--- config.mk ---
export PLATFORM = sky130hd
export DESIGN_NAME = multicycle_controller
export DESIGN_NICKNAME = d
export VERILOG_FILES = /design/src/rtl/multicycle_controller.sv
export SDC_FILE = /design/constraint.sdc
export NUM_CORES = 1
export LEC_CHECK = 0
export CORE_UTILIZATION = 40
export CTS_BUF_LIST = sky130_fd_sc_hd__clkbuf_16
export DETAILED_ROUTE_END_ITERATION = 6
export HOLD_SLACK_MARGIN = 0.12
export PLACE_DENSITY = 0.71
export SYNTH_ARGS = -nofsm -noshare
export SYNTH_HDL_FRONTEND = slang
export SYNTH_SLANG_ARGS = --single-unit
--- constraint.sdc ---
create_clock -name clock -period 2.8 [get_ports clock]
set_input_delay 0.28 -clock clock [delete_from_list [all_inputs] [get_ports clock]]
set_output_delay 0.28 -clock clock [all_outputs]
set_load 0.05 [all_outputs]
--- src/rtl/multicycle_controller.sv ---
// Multi-cycle control FSM for the 16-bit ISA: fetch/decode/execute sequencing with
// a variable-latency memory handshake, timeout and illegal-opcode faults, and interrupt entry.
module multicycle_controller #(
  parameter int INSTR_WIDTH = 16,
  parameter int TIMEOUT_W   = 8,
  parameter int MEM_TIMEOUT = 16,
  parameter int CNT_W       = 32
) (
  input  logic                   clock,
  input  logic                   reset,
  input  logic                   Z,
  input  logic [INSTR_WIDTH-1:0] instruction,
  input  logic                   mem_ready,
  input  logic                   irq,
  input  logic                   irq_enable,
  output logic                   reg_write,
  output logic                   mem_to_reg,
  output logic                   fetch_instruction,
  output logic                   alu_override_imm8,
  output logic                   alu_override_imm4,
  output logic                   alu_set_flags,
  output logic                   set_pc,
  output logic                   pc_from_register,
  output logic                   mem_write,
  output logic                   mem_req,
  output logic                   pc_from_vector,
  output logic                   save_pc,
  output logic                   irq_ack,
  output logic                   halted,
  output logic                   fault,
  output logic [CNT_W-1:0]       retired_count,
  output logic [11:0]            state
);

  // One-hot encoding, so the state register doubles as the debug state output.
  typedef enum logic [11:0] {
    S_IDLE        = 12'b1000_0000_0000,
    S_FETCH_REQ   = 12'b0100_0000_0000,
    S_FETCH_LATCH = 12'b0010_0000_0000,
    S_DECODE      = 12'b0001_0000_0000,
    S_LOAD_REQ    = 12'b0000_1000_0000,
    S_LOAD_WB     = 12'b0000_0100_0000,
    S_STORE_REQ   = 12'b0000_0010_0000,
    S_JMP         = 12'b0000_0001_0000,
    S_ALU         = 12'b0000_0000_1000,
    S_IRQ_ENTRY   = 12'b0000_0000_0100,
    S_HALT        = 12'b0000_0000_0010,
    S_FAULT       = 12'b0000_0000_0001
  } state_e;

  localparam int TO_LAST_I = (MEM_TIMEOUT > 0) ? MEM_TIMEOUT - 1 : 0;
  localparam logic [TIMEOUT_W-1:0] TO_LAST = TIMEOUT_W'(TO_LAST_I);

  state_e               state_q, state_d;
  logic [TIMEOUT_W-1:0] wait_q, wait_d;
  logic [CNT_W-1:0]     retired_q, retired_d;
  logic                 retire;
  logic                 in_req;
  logic                 timeout_hit;
  logic [3:0]           opcode;
  logic                 unused_instr;

  assign opcode       = instruction[INSTR_WIDTH-1 -: 4];
  assign unused_instr = ^instruction;

  // Memory handshake: mem_req is held high for every cycle of a request state; the
  // request completes on the first cycle mem_ready is sampled high, and mem_ready
  // is ignored whenever mem_req is low.
  assign in_req      = (state_q == S_FETCH_REQ) || (state_q == S_LOAD_REQ) ||
                       (state_q == S_STORE_REQ);
  assign timeout_hit = (MEM_TIMEOUT != 0) && in_req && !mem_ready && (wait_q == TO_LAST);

  always_comb begin
    state_d           = state_q;
    retire            = 1'b0;
    reg_write         = 1'b0;
    mem_to_reg        = 1'b0;
    fetch_instruction = 1'b0;
    alu_override_imm8 = 1'b0;
    alu_override_imm4 = 1'b0;
    alu_set_flags     = 1'b0;
    set_pc            = 1'b0;
    pc_from_register  = 1'b0;
    mem_write         = 1'b0;
    mem_req           = 1'b0;
    pc_from_vector    = 1'b0;
    save_pc           = 1'b0;
    irq_ack           = 1'b0;
    halted            = 1'b0;
    fault             = 1'b0;
    case (state_q)
      S_IDLE: state_d = (irq && irq_enable) ? S_IRQ_ENTRY : S_FETCH_REQ;
      S_FETCH_REQ: begin
        mem_req           = 1'b1;
        fetch_instruction = 1'b1;
        if (mem_ready) state_d = S_FETCH_LATCH;
      end
      S_FETCH_LATCH: begin
        fetch_instruction = 1'b1;
        state_d           = S_DECODE;
      end
      S_DECODE: begin
        case (opcode)
          4'b0000:                   state_d = S_LOAD_REQ;
          4'b0001:                   state_d = S_STORE_REQ;
          4'b0010, 4'b1000, 4'b1001: state_d = S_ALU;
          4'b0100:                   state_d = S_JMP;
          4'b0111:                   state_d = S_HALT;
          default:                   state_d = S_FAULT;
        endcase
      end
      S_LOAD_REQ: begin
        mem_req = 1'b1;
        if (mem_ready) state_d = S_LOAD_WB;
      end
      S_LOAD_WB: begin
        reg_write  = 1'b1;
        mem_to_reg = 1'b1;
        set_pc     = 1'b1;
        retire     = 1'b1;
        state_d    = S_IDLE;
      end
      S_STORE_REQ: begin
        mem_req   = 1'b1;
        mem_write = 1'b1;
        set_pc    = mem_ready;
        if (mem_ready) begin
          retire  = 1'b1;
          state_d = S_IDLE;
        end
      end
      S_JMP: begin
        set_pc           = 1'b1;
        pc_from_register = Z ^ instruction[7];
        retire           = 1'b1;
        state_d          = S_IDLE;
      end
      S_ALU: begin
        reg_write         = 1'b1;
        alu_set_flags     = 1'b1;
        set_pc            = 1'b1;
        alu_override_imm8 = (opcode == 4'b0010);
        alu_override_imm4 = (opcode == 4'b1001);
        retire            = 1'b1;
        state_d           = S_IDLE;
      end
      S_IRQ_ENTRY: begin
        save_pc        = 1'b1;
        set_pc         = 1'b1;
        pc_from_vector = 1'b1;
        irq_ack        = 1'b1;
        state_d        = S_FETCH_REQ;
      end
      S_HALT: begin
        halted = 1'b1;
        if (irq && irq_enable) state_d = S_IRQ_ENTRY;
      end
      S_FAULT: fault = 1'b1;
      default: state_d = S_FAULT;
    endcase
    // A ready arriving on the last tolerated cycle never reaches here: timeout_hit needs !mem_ready.
    if (timeout_hit) state_d = S_FAULT;
  end

  // Staying in the same request state without ready is the only way the counter advances.
  assign wait_d    = (in_req && !mem_ready && (state_d == state_q)) ? wait_q + TIMEOUT_W'(1) : '0;
  assign retired_d = retire ? retired_q + CNT_W'(1) : retired_q;

  always_ff @(posedge clock or posedge reset) begin
    if (reset) begin
      state_q   <= S_IDLE;
      wait_q    <= '0;
      retired_q <= '0;
    end else begin
      state_q   <= state_d;
      wait_q    <= wait_d;
      retired_q <= retired_d;
    end
  end

  assign state         = state_q;
  assign retired_count = retired_q;

endmodule

==> impl_metrics.tcl <==
set metrics [dict create \
    status "complete, no violations" \
    drc 0 \
    p_sw_mw 0.297 \
    required_ns 2.52 \
    syn2layout_area_growth_pct 32.4 \
    synth_seq_cells 52 \
    grt_pass1_wl_um 11100 \
    cts_max_level 2 \
    fin_setup_tns_ns 0 \
    ir_worst_vdd_mv 0.225 \
    yosys_warnings 0 \
    crit_path_start_kind "flop" \
    cpPeakStageDelay_ns 0.50 \
    drt-total-wl_um 6880 \
    ys_seq_area_share_pct 44.9 \
    clock.fmax_mhz 414 \
    drt_iter0_drc 77 \
    cp.buffers_inverters 1 \
    dp_slack_ns 0.415 \
    wl_per_cell_um 15.0 \
    synth_nets 316 \
    syn_area_per_cell_um2 9.94 \
    antenna-diode-count 0 \
    maxSlewViolCount 0 \
    yosys.area.top_type "dfrtp_1" \
    cts_resized 0 \
    cp_top_family "compound AO/OA/AOI/OAI gates" \
    clock_path_buffers 2 \
    met3WireLength_um 256 \
    intPower_mw 1.19 \
    setup_viol 0 \
    dieArea_um2 7600 \
    gr-total-overflow 0 \
    tightestPinTransition_ns 0.624 \
    synthXorXnorAreaFrac_pct 13.0 \
    io_buffers 69 \
    insertion_delay_ns 0.29 \
    numCtsBuffers 5 \
    antenna_found_initial 0 \
    synth_edf_count 0 \
    synth-simple-area-share_pct 30.4 \
    gp_congestion 0.826 \
    start_util_pct 42.0 \
    maxSlewHeadroom_pct 58.4 \
    async_flop_share_pct 100 \
    maxCapViolCount 0 \
    slowest_stage "dfrtp_1" \
    cts_root_buffer "clkbuf_16" \
    combPwrFrac_pct 3.0 \
    grt_start_max_net_pins 25 \
    cts_tree "built" \
    synth_compound_area_share_pct 6.21 \
    final_util_pct 55.6 \
    hp-class "in -> async" \
    critPathMaxFanout 9 \
    synth_mux_area_share_pct 0.388 \
    top_layer "met4" \
    wl_met2_um 3300 \
    multi_input_area_um2 1490 \
    fill_cells 646 \
    synthTopCellsByArea "dfrtp_1 (44%), xnor2_1 (6.6%), xor2_1 (6.3%)" \
    fin_crit_sh_pct 86.3 \
    switching_share_pct 20.0 \
    crit_type "reg -> out" \
    grt_usage_pct 18.8 \
    io_pins 81 \
    path_clk_slew_ns 0.07 \
    hold_buffers 0 \
    synth_fa_ha_area_share_pct 0.862 \
    die_x_um 87.2 \
    std_cell_rows 30 \
    viasPerCell 5.37 \
    final_common_cell "clkdlybuf4s50_1" \
    synth_top_family_by_area "simple AND/OR/NAND/NOR gates" \
    synth.cell_area_um2 2900 \
    post_cts_buffers 0 \
    vias 2459 \
    nets 385 \
    powerDensity_nw_per_um2 387 \
    final_cells 458 \
    seqPwrFrac_pct 50.5 \
    core_um2 6910 \
    seq_area_um2 1300 \
    min_period_ns 2.42 \
    wl_met1_um 3240 \
    ant_nets 0 \
    p_leak_nw 1.66 \
    worst_slack_ns 0.383 \
    final_layout_size_suffix_gt1_share_pct 12.7 \
    placedCellCount 450 \
    p_clk_share_pct 46.5 \
    worstSetupEndpointType "primary output" \
    skew_ns 0.00626 \
    firstDrtPassIters 4 \
    ys_types 50 \
    yosys.area.top_type_share_pct 44.0 \
    worstPathCellList "nor3_1 -> o211ai_1 -> o21a_1 -> o21ai_1 -> buf_4" \
    rsz0062_at_grt "false" \
    finalHoldViolCount 0 \
    cts_num_sinks 52 \
    first_global_vias 2295 \
    r2r_slack_ns 0.45 \
    synth_flop_cell "dfrtp_1" \
    crit_arrival_ns 2.14 \
    syn_inst 292 \
    layout_common_cells "clkdlybuf4s50_1 (54), dfrtp_1 (51), nor2_1 (27)" \
    place_hpwl_um 5140 \
    fp.dieH_um 87.2 \
]
[Yosys cell counts (all sizes together), types with 2 or more instances]
cell type and number:
a21oi 5, and2 4, and3 15, and4 4, buf 9, clkbuf 5, dfrtp 51, ha 2
inv 10, nand2 13, nand3 21, nand3b 2, nand4 18, nor2 27, nor3 17, nor3b 4
nor4 5, nor4b 4, o21a 2, o21ai 11, o32a 2, or2 2, or4 2, xnor2 22
xor2 21
[routing by layer]
| metal | vias up | GRT usage (%) |
|---|---|---|
| li1 | 1181 | - |
| met4 | 0 | 5.07 |
| met5 | - | 0 |
| met2 | 52 | 29.6 |
| met3 | 6 | 3.60 |
| met1 | 1220 | 26.5 |
[cells by family (layout without fill, tap and decap cells)]
family	after synthesis	count (layout)
adder cells (fa/ha/maj)	2	2
buffers and inverters	24	94
AO/OA/AOI/OAI	27	27
multiplexers	1	1
flip-flops	52	52
XOR/XNOR	43	43
AND/OR/NAND/NOR	143	143
[power groups by stage]
stage | sequential, mW | clock, mW | combinational (mW)
6_report | 0.751 | 0.692 | 0.0442
2_1_floorplan | 0.765 | 0 | 0.0171
4_1_cts | 0.751 | 0.707 | 0.0450
3_5_place_dp | 0.765 | 0 | 0.0450
5_1_grt | 0.750 | 0.737 | 0.0498
3_3_place_gp | 0.765 | 0 | 0.0438
[cell type report]
cell class	count	area share (%)
Clock buffer	5	3.26
Clock inverter	3	1.11
Inverter	10	0.977
Multi-Input combinational cell	216	38.7
Sequential cell	52	33.9
Tap cell	96	3.13
Timing Repair Buffer	76	19.0
[final timing paths]
kind	from	end	depth (start not counted)
worst max-delay path	state[1]	set_pc	5
worst min-delay path	reset	retired_count[19]	2
worst max register to register	state[1]	retired_count[19]	5
worst min register to register	retired_count[31]	retired_count[31]	1
max in group asynchronous	reset	state[11]	3
min in group clock	retired_count[31]	retired_count[31]	1
[flip-flops by register name, summed over array words and instances (netlist names)]
signal and flops:
retired_count 32, state 12, wait_q 8
[stage by stage]
| stage | power (mW) | area [µm²] | hold WS [ns] |
|---|---|---|---|
| 2_1_floorplan | 0.782 | 2910 | 0.353 |
| 3_3_place_gp | 0.809 | 3670 | 0.448 |
| 3_5_place_dp | 0.810 | 3670 | 0.463 |
| 4_1_cts | 1.50 | 3840 | 0.352 |
| 5_1_grt | 1.54 | 3840 | 0.402 |
| 6_report | 1.49 | 3840 | 0.330 |
No activity file was read; power rests on OpenSTA's default activity.
